File: config.mk
export PLATFORM = sky130hd
export DESIGN_NAME = csr_trap_unit
export DESIGN_NICKNAME = d
export VERILOG_FILES = /design/src/rtl/csr_trap_unit_pkg.sv /design/src/rtl/csr_trap_unit_csr_file.sv /design/src/rtl/csr_trap_unit.sv
export SDC_FILE = /design/constraint.sdc
export NUM_CORES = 1
export LEC_CHECK = 0
export ABC_AREA = 1
export BUFFER_PORTS_ARGS = -buffer_cell sky130_fd_sc_hd__buf_2
export CORE_ASPECT_RATIO = 0.6
export CORE_MARGIN = 2
export CORE_UTILIZATION = 40
export DETAILED_ROUTE_END_ITERATION = 7
export GPL_ROUTABILITY_DRIVEN = 0
export PLACE_DENSITY = 0.64
export SYNTH_ARGS = -nofsm -noshare
export SYNTH_HDL_FRONTEND = slang
export SYNTH_SLANG_ARGS = --single-unit
export TNS_END_PERCENT = 1
File: constraint.sdc
create_clock -name clk -period 2.4 [get_ports clk]
set_clock_uncertainty 0.1 [all_clocks]
set_input_delay 0 -clock clk [delete_from_list [all_inputs] [get_ports clk]]
set_output_delay 0 -clock clk [all_outputs]
set_load 0.005 [all_outputs]
File: src/rtl/csr_trap_unit_pkg.sv
// Shared definitions for the machine-mode CSR file and trap sequencer:
// CSR addresses, field positions, exception codes, CSR op codes and FSM states.
package csr_trap_unit_pkg;

  // Implemented machine-mode CSR addresses
  localparam logic [11:0] CSR_MSTATUS  = 12'h300;
  localparam logic [11:0] CSR_MIE      = 12'h304;
  localparam logic [11:0] CSR_MTVEC    = 12'h305;
  localparam logic [11:0] CSR_MSCRATCH = 12'h340;
  localparam logic [11:0] CSR_MEPC     = 12'h341;
  localparam logic [11:0] CSR_MCAUSE   = 12'h342;
  localparam logic [11:0] CSR_MIP      = 12'h344;

  // Field positions inside the implemented CSRs
  localparam int unsigned MSTATUS_MIE_BIT  = 3;
  localparam int unsigned MSTATUS_MPIE_BIT = 7;
  localparam int unsigned MIE_MEIE_BIT     = 11;
  localparam int unsigned MIP_MEIP_BIT     = 11;

  // mcause exception codes; the interrupt flag is the cause MSB
  localparam logic [3:0] EXC_ILLEGAL  = 4'd2;
  localparam logic [3:0] EXC_ECALL_M  = 4'd11;
  localparam logic [3:0] IRQ_MEXT     = 4'd11;

  // funct3 of the csr_type instructions
  typedef enum logic [2:0] {
    CSR_OP_NONE = 3'b000,
    CSR_OP_RW   = 3'b001,
    CSR_OP_RS   = 3'b010,
    CSR_OP_RC   = 3'b011,
    CSR_OP_RSV  = 3'b100,
    CSR_OP_RWI  = 3'b101,
    CSR_OP_RSI  = 3'b110,
    CSR_OP_RCI  = 3'b111
  } csr_op_e;

  // Trap/return sequencer states
  typedef enum logic [1:0] {
    ST_IDLE     = 2'd0,
    ST_SAVE     = 2'd1,
    ST_REDIRECT = 2'd2
  } trap_state_e;

endpackage

File: src/rtl/csr_trap_unit_csr_file.sv
// Machine-mode CSR storage: address decode for reads, read-modify-write for
// csr_type instructions, and the field updates done on trap entry and mret.
module csr_file
  import csr_trap_unit_pkg::*;
#(
  parameter int unsigned      XLEN      = 32,
  parameter logic [XLEN-1:0]  MTVEC_RST = 32'h0000_0100
) (
  input  logic            clk,
  input  logic            rst,
  input  logic [11:0]     addr,
  output logic [XLEN-1:0] rdata,
  input  logic            wr_en,
  input  logic [2:0]      wr_op,
  input  logic [XLEN-1:0] wr_src,
  input  logic            wr_src0,
  input  logic            ext_irq,
  input  logic            trap_save,
  input  logic [XLEN-1:0] save_pc,
  input  logic [XLEN-1:0] save_cause,
  input  logic            mret_restore,
  output logic [XLEN-1:0] mtvec,
  output logic [XLEN-1:0] mepc,
  output logic            irq_armed
);

  localparam logic [XLEN-1:0] ALIGN4 = {{(XLEN-2){1'b1}}, 2'b00};

  logic            mie_q;
  logic            mpie_q;
  logic            meie_q;
  logic [XLEN-1:0] mtvec_q;
  logic [XLEN-1:0] mscratch_q;
  logic [XLEN-1:0] mepc_q;
  logic [XLEN-1:0] mcause_q;

  logic [XLEN-1:0] wdata;
  logic            do_write;
  csr_op_e         op_e;

  assign op_e      = csr_op_e'(wr_op);
  assign mtvec     = mtvec_q;
  assign mepc      = mepc_q;
  assign irq_armed = mie_q & meie_q;

  // Read mux: old CSR value for the addressed register, unimplemented read 0
  always_comb begin
    rdata = '0;
    case (addr)
      CSR_MSTATUS: begin
        rdata[MSTATUS_MIE_BIT]  = mie_q;
        rdata[MSTATUS_MPIE_BIT] = mpie_q;
      end
      CSR_MIE:      rdata[MIE_MEIE_BIT] = meie_q;
      CSR_MTVEC:    rdata = mtvec_q;
      CSR_MSCRATCH: rdata = mscratch_q;
      CSR_MEPC:     rdata = mepc_q;
      CSR_MCAUSE:   rdata = mcause_q;
      CSR_MIP:      rdata[MIP_MEIP_BIT] = ext_irq;
      default:      rdata = '0;
    endcase
  end

  // New value for the RMW; set/clear forms with a zero source do not write
  always_comb begin
    wdata    = rdata;
    do_write = 1'b0;
    case (op_e)
      CSR_OP_RW, CSR_OP_RWI: begin
        wdata    = wr_src;
        do_write = wr_en;
      end
      CSR_OP_RS, CSR_OP_RSI: begin
        wdata    = rdata | wr_src;
        do_write = wr_en & ~wr_src0;
      end
      CSR_OP_RC, CSR_OP_RCI: begin
        wdata    = rdata & ~wr_src;
        do_write = wr_en & ~wr_src0;
      end
      default: begin
        wdata    = rdata;
        do_write = 1'b0;
      end
    endcase
  end

  // Register updates: trap save and mret restore take precedence over RMW writes
  always_ff @(posedge clk) begin
    if (rst) begin
      mie_q      <= 1'b0;
      mpie_q     <= 1'b0;
      meie_q     <= 1'b0;
      mtvec_q    <= MTVEC_RST & ALIGN4;
      mscratch_q <= '0;
      mepc_q     <= '0;
      mcause_q   <= '0;
    end else if (trap_save) begin
      mepc_q   <= save_pc & ALIGN4;
      mcause_q <= save_cause;
      mpie_q   <= mie_q;
      mie_q    <= 1'b0;
    end else if (mret_restore) begin
      mie_q  <= mpie_q;
      mpie_q <= 1'b1;
    end else if (do_write) begin
      case (addr)
        CSR_MSTATUS: begin
          mie_q  <= wdata[MSTATUS_MIE_BIT];
          mpie_q <= wdata[MSTATUS_MPIE_BIT];
        end
        CSR_MIE:      meie_q     <= wdata[MIE_MEIE_BIT];
        CSR_MTVEC:    mtvec_q    <= wdata & ALIGN4;
        CSR_MSCRATCH: mscratch_q <= wdata;
        CSR_MEPC:     mepc_q     <= wdata & ALIGN4;
        CSR_MCAUSE:   mcause_q   <= wdata;
        default: ;
      endcase
    end
  end

endmodule

File: src/rtl/csr_trap_unit.sv
// Machine-mode CSR file plus trap/return sequencer sitting beside EX.
// Prioritises illegal > ecall > mret > external IRQ > CSR op, then walks
// IDLE -> SAVE -> REDIRECT for traps and IDLE -> REDIRECT for mret.
module csr_trap_unit
  import csr_trap_unit_pkg::*;
#(
  parameter int unsigned      XLEN      = 32,
  parameter logic [XLEN-1:0]  MTVEC_RST = 32'h0000_0100
) (
  input  logic            clk,
  input  logic            rst,
  input  logic            ex_valid,
  input  logic [XLEN-1:0] ex_pc,
  input  logic            ex_illegal,
  input  logic            ex_ecall,
  input  logic            ex_mret,
  input  logic [2:0]      ex_csr_op,
  input  logic [11:0]     ex_csr_addr,
  input  logic [XLEN-1:0] ex_csr_wsrc,
  input  logic            ex_csr_src0,
  input  logic            ext_irq,
  output logic [XLEN-1:0] csr_rdata,
  output logic            stall,
  output logic            flush,
  output logic            redirect_valid,
  output logic [XLEN-1:0] redirect_pc
);

  trap_state_e     state;
  logic [XLEN-1:0] pc_q;
  logic [XLEN-1:0] cause_q;
  logic            redirect_q;
  logic [XLEN-1:0] target_q;

  logic            idle_live;
  logic            take_illegal;
  logic            take_ecall;
  logic            take_mret;
  logic            take_irq;
  logic            take_trap;
  logic            csr_wr_en;
  logic [XLEN-1:0] trap_cause;

  logic [XLEN-1:0] mtvec;
  logic [XLEN-1:0] mepc;
  logic            irq_armed;

  csr_file #(
    .XLEN      (XLEN),
    .MTVEC_RST (MTVEC_RST)
  ) u_csr_file (
    .clk          (clk),
    .rst          (rst),
    .addr         (ex_csr_addr),
    .rdata        (csr_rdata),
    .wr_en        (csr_wr_en),
    .wr_op        (ex_csr_op),
    .wr_src       (ex_csr_wsrc),
    .wr_src0      (ex_csr_src0),
    .ext_irq      (ext_irq),
    .trap_save    (state == ST_SAVE),
    .save_pc      (pc_q),
    .save_cause   (cause_q),
    .mret_restore (take_mret),
    .mtvec        (mtvec),
    .mepc         (mepc),
    .irq_armed    (irq_armed)
  );

  // Event detection with fixed priority; only a live EX instruction in IDLE counts
  always_comb begin
    idle_live    = (state == ST_IDLE) && ex_valid;
    take_illegal = idle_live && ex_illegal;
    take_ecall   = idle_live && !ex_illegal && ex_ecall;
    take_mret    = idle_live && !ex_illegal && !ex_ecall && ex_mret;
    take_irq     = idle_live && !ex_illegal && !ex_ecall && !ex_mret
                   && irq_armed && ext_irq;
    take_trap    = take_illegal || take_ecall || take_irq;
    csr_wr_en    = idle_live && !take_trap && !take_mret;
  end

  // mcause value for the winning trap source
  always_comb begin
    trap_cause = '0;
    if (take_illegal) begin
      trap_cause[3:0] = EXC_ILLEGAL;
    end else if (take_ecall) begin
      trap_cause[3:0] = EXC_ECALL_M;
    end else begin
      trap_cause[XLEN-1] = 1'b1;
      trap_cause[3:0]    = IRQ_MEXT;
    end
  end

  // Pipeline control: detect-cycle stall/flush must be combinational so the
  // trapping instruction is killed in the same cycle it is seen
  always_comb begin
    stall          = take_trap || take_mret || (state == ST_SAVE);
    flush          = take_trap || take_mret || redirect_q;
    redirect_valid = redirect_q;
    redirect_pc    = target_q;
  end

  // Sequencer FSM; the redirect pulse and target are registered on entry to REDIRECT
  always_ff @(posedge clk) begin
    if (rst) begin
      state      <= ST_IDLE;
      pc_q       <= '0;
      cause_q    <= '0;
      redirect_q <= 1'b0;
      target_q   <= '0;
    end else begin
      redirect_q <= 1'b0;
      target_q   <= '0;
      case (state)
        ST_IDLE: begin
          if (take_trap) begin
            pc_q    <= ex_pc;
            cause_q <= trap_cause;
            state   <= ST_SAVE;
          end else if (take_mret) begin
            redirect_q <= 1'b1;
            target_q   <= mepc;
            state      <= ST_REDIRECT;
          end
        end
        ST_SAVE: begin
          // mtvec is untouched during SAVE, so sampling it here equals its REDIRECT value
          redirect_q <= 1'b1;
          target_q   <= mtvec;
          state      <= ST_REDIRECT;
        end
        ST_REDIRECT: begin
          state <= ST_IDLE;
        end
        default: begin
          state <= ST_IDLE;
        end
      endcase
    end
  end

endmodule

==> impl_results.md <==
* I/O pin total at 154
* Sink Count at 193
* Largest net degree at the start of global routing at 95
* H-tree lvl count at 4
* Tcrit/Tclk final at 0.916
* Via count at 9886
* Worst-path clk slew at 0.07 ns
* Share of cells above drive strength 1 at 0.189
* CP startpoint kind: flop
* RSZ-0062 raised after global routing: no
* Die Y at 122 um
* Post-synth ARST share at 0
* Drc violations at 0
* Post-synthesis cell count at 1336
* RR Endpoint: u_csr_file.mscratch_q[0]$_SDFFE_PP0P_
* Slew @ Worst Pin at 0.530 ns
* Total grt overflow at 0
* # diodes at 0
* Register area share after synthesis at 0.417
* Commonest non-fill, non-tap cell in the layout: nand2_1
* Initial Utilization at 0.404
* Router iterations before antenna repair at 7
* Fmax at 0.455 GHz
* Number of enable flip-flop cells after synthesis at 0
* Most frequent cells in the layout: nand2_1, dfxtp_1, nor2_1
* PortBufs at 148
* Dominant synthesized flop cell: dfxtp_1
* Worst-Skew Late Latency at 0.44 ns
* Deepest clock path buffer count at 2
* Slew margin rel. at 0.647
* Filler cells at 2298
* 1st-iter DRT viols at 943
* Min-Delay Endpoint: state[0]$_SDFFE_PP0P_
* CTS tree: built
* Vias in the first global route at 9200
* Total Die Area at 24400 sq um
* Overall power at 7.42 mW
* Post-synth top area cell: dfxtp_1
* Worst hold path type: input pin to flop
* Static Leak at 5.58 nW
* Root buffer cell: clkbuf_16
* Critical path fanouts, max at 10
* Reg2reg start: state[1]$_SDFFE_PP0P_
* Avg WL per Cell at 17.7 um
* Synth Area per Inst at 6.93 sq um
* Max Cap Violations at 0
* DIE WIDTH at 200 um
* Register area at 3860 sq um
* Fin crit period at 2.20 ns
* Yosys reg bits at 193
* Worst r2r path cells at 9
* Min-delay src: ext_irq
* Core Footprint at 22900 sq um
* Hold Fails Final Rpt at 0
* Area growth from synthesis to layout at 27.5%
* Post-DP HPWL at 21.4 mm
* R2R setup slack at 0.20 ns
* Power Density at 629 nW/um^2
* WP data required at 2.69 ns
* Outcome: completed
* Hold Crit Depth at 5
* Ys Warns at 0
* Overall routing resource usage at 0.267
* Hold slack at 0.0316 ns
* Synth top area share at 0.417
* Critical path class: flop to flop
* Routed vias/inst at 5.35
* Crit end category: flop
* FP Rows at 43
* Max Slew Vio Count at 0
* Distinct cells, synth at 31
* Total CTS buffers at 17
* Final TNS setup at 0 ns
* Fin util at 0.515
* Ranking of synthesized cells by area: dfxtp_1, nand2_1, a21oi_1
* Initial antenna violation count at 0
* First-pass GRT wire length at 50.4 mm
* Netlist Area Pre-Place at 9260 sq um
* Multi-input gate area at 4510 sq um
* VDD IR max at 541 uV
* Worst Path Arrival at 2.49 ns
* WL final at 32.7 mm
* Fin nets at 1609
* Final Setup Violations at 0
* Antenna Violating Nets Remaining at 0
[repair_timing]
action | in CTS | in global routing
hold buffers | 71 | 0
endpoints found under the hold margin | 160 | 0
setup endpoints to repair | 0 | 1
setup buffers | 0 | 1
resized for setup | 0 | 0
[state kept, by name (all words and copies together) (netlist names)]
register / count
u_csr_file.mtvec: 30
redirect_pc: 30
cause_q: 3
pc_q: 30
u_csr_file.mepc: 30
state: 2
redirect_valid: 1
u_csr_file.mcause_q: 32
u_csr_file.meie_q: 1
u_csr_file.mscratch_q: 32
u_csr_file.mie_q: 1
u_csr_file.mpie_q: 1
[through the flow]
stage               setup slack [ns]  std cells  instance area [sq um]
finish                         0.202       1849                  11800
global route                  0.0176       1849                  11800
CTS                            0.234       1848                  11800
detailed placement             0.335       1746                  10400
global placement               0.384       1746                  10400
floorplan                      0.775       1337                   9260
[power breakdown]
part | leakage [nW] | internal [mW] | switching [mW]
clock | 0.307 | 1.85 | 1.32
combinational | 3.70 | 0.314 | 0.522
sequential | 1.57 | 3.33 | 0.0849
[worst max path at each step]
stage                          startpoint                               endpoint  slack [ns]  depth (start not counted)
floorplan           state[0]$_SDFFE_PP0P_      u_csr_file.mtvec[30]$_SDFFE_PP0P_        0.77                         12
global placement    state[1]$_SDFFE_PP0P_      u_csr_file.mtvec[16]$_SDFFE_PP0P_        0.38                         10
detailed placement  state[1]$_SDFFE_PP0P_      u_csr_file.mtvec[10]$_SDFFE_PP0P_        0.34                         10
CTS                 state[1]$_SDFFE_PP0P_  u_csr_file.mscratch_q[0]$_SDFFE_PP0P_        0.23                          9
global route        state[1]$_SDFFE_PP0P_  u_csr_file.mscratch_q[0]$_SDFFE_PP0P_        0.02                          9
finish              state[1]$_SDFFE_PP0P_  u_csr_file.mscratch_q[0]$_SDFFE_PP0P_        0.20                          9
[logic make-up (layout without fill, tap and decap cells)]
logic type / after synthesis / in the layout / synth area share
buf+inv: 222 / 419 / 0.101
flops: 193 / 193 / 0.417
simple gates: 514 / 514 / 0.237
other cells: 1 / 2 / 0.000405
xor+xnor: 1 / 1 / 0.000946
compound gates: 405 / 405 / 0.242
[synth_stat cells, types with 2 or more instances]
cell / instances
nand2_1: 196
nor2_1: 179
dfxtp_1: 193
a21oi_1: 142
a21oi_2: 20
nand4_1: 13
a31oi_1: 2
nand3_1: 94
clkbuf_1: 50
inv_1: 119
nor2_2: 2
nor2_4: 5
o21ai_1: 52
a22oi_1: 30
buf_4: 7
o21ai_0: 142
buf_6: 6
or2_2: 17
o2111ai_1: 12
inv_2: 5
buf_1: 8
nand2_2: 6
buf_2: 27
o21ai_2: 2
[area by class of cell]
cell class / count / share of cell area
timing repair buffer: 264 / 0.164
tap: 315 / 0.0334
clock buffer: 18 / 0.0364
clock inverter: 13 / 0.0178
multi-input combinational: 922 / 0.382
inverter: 124 / 0.0394
sequential: 193 / 0.327
[metal layers]
layer  vias up  global-route usage  wire (um)
li1       4797                   -          -
met1      4563               0.365      14500
met2       476               0.415      14200
met3        50              0.0597       3260
met4         0              0.0963        747
met5         -                   0          0
[worst max-delay path, cell delays in order, from the launching register on]
cell	delay, ns
dfxtp_1	0.38
nor2_1	0.07
nand2_2	0.10
inv_2	0.08
nand2_2	0.18
nand4_4	0.18
nor2_4	0.21
o21ai_0	0.11
a31oi_1	0.17
dlygate4sd3_1	0.57
(Power assumes the default switching activity.)
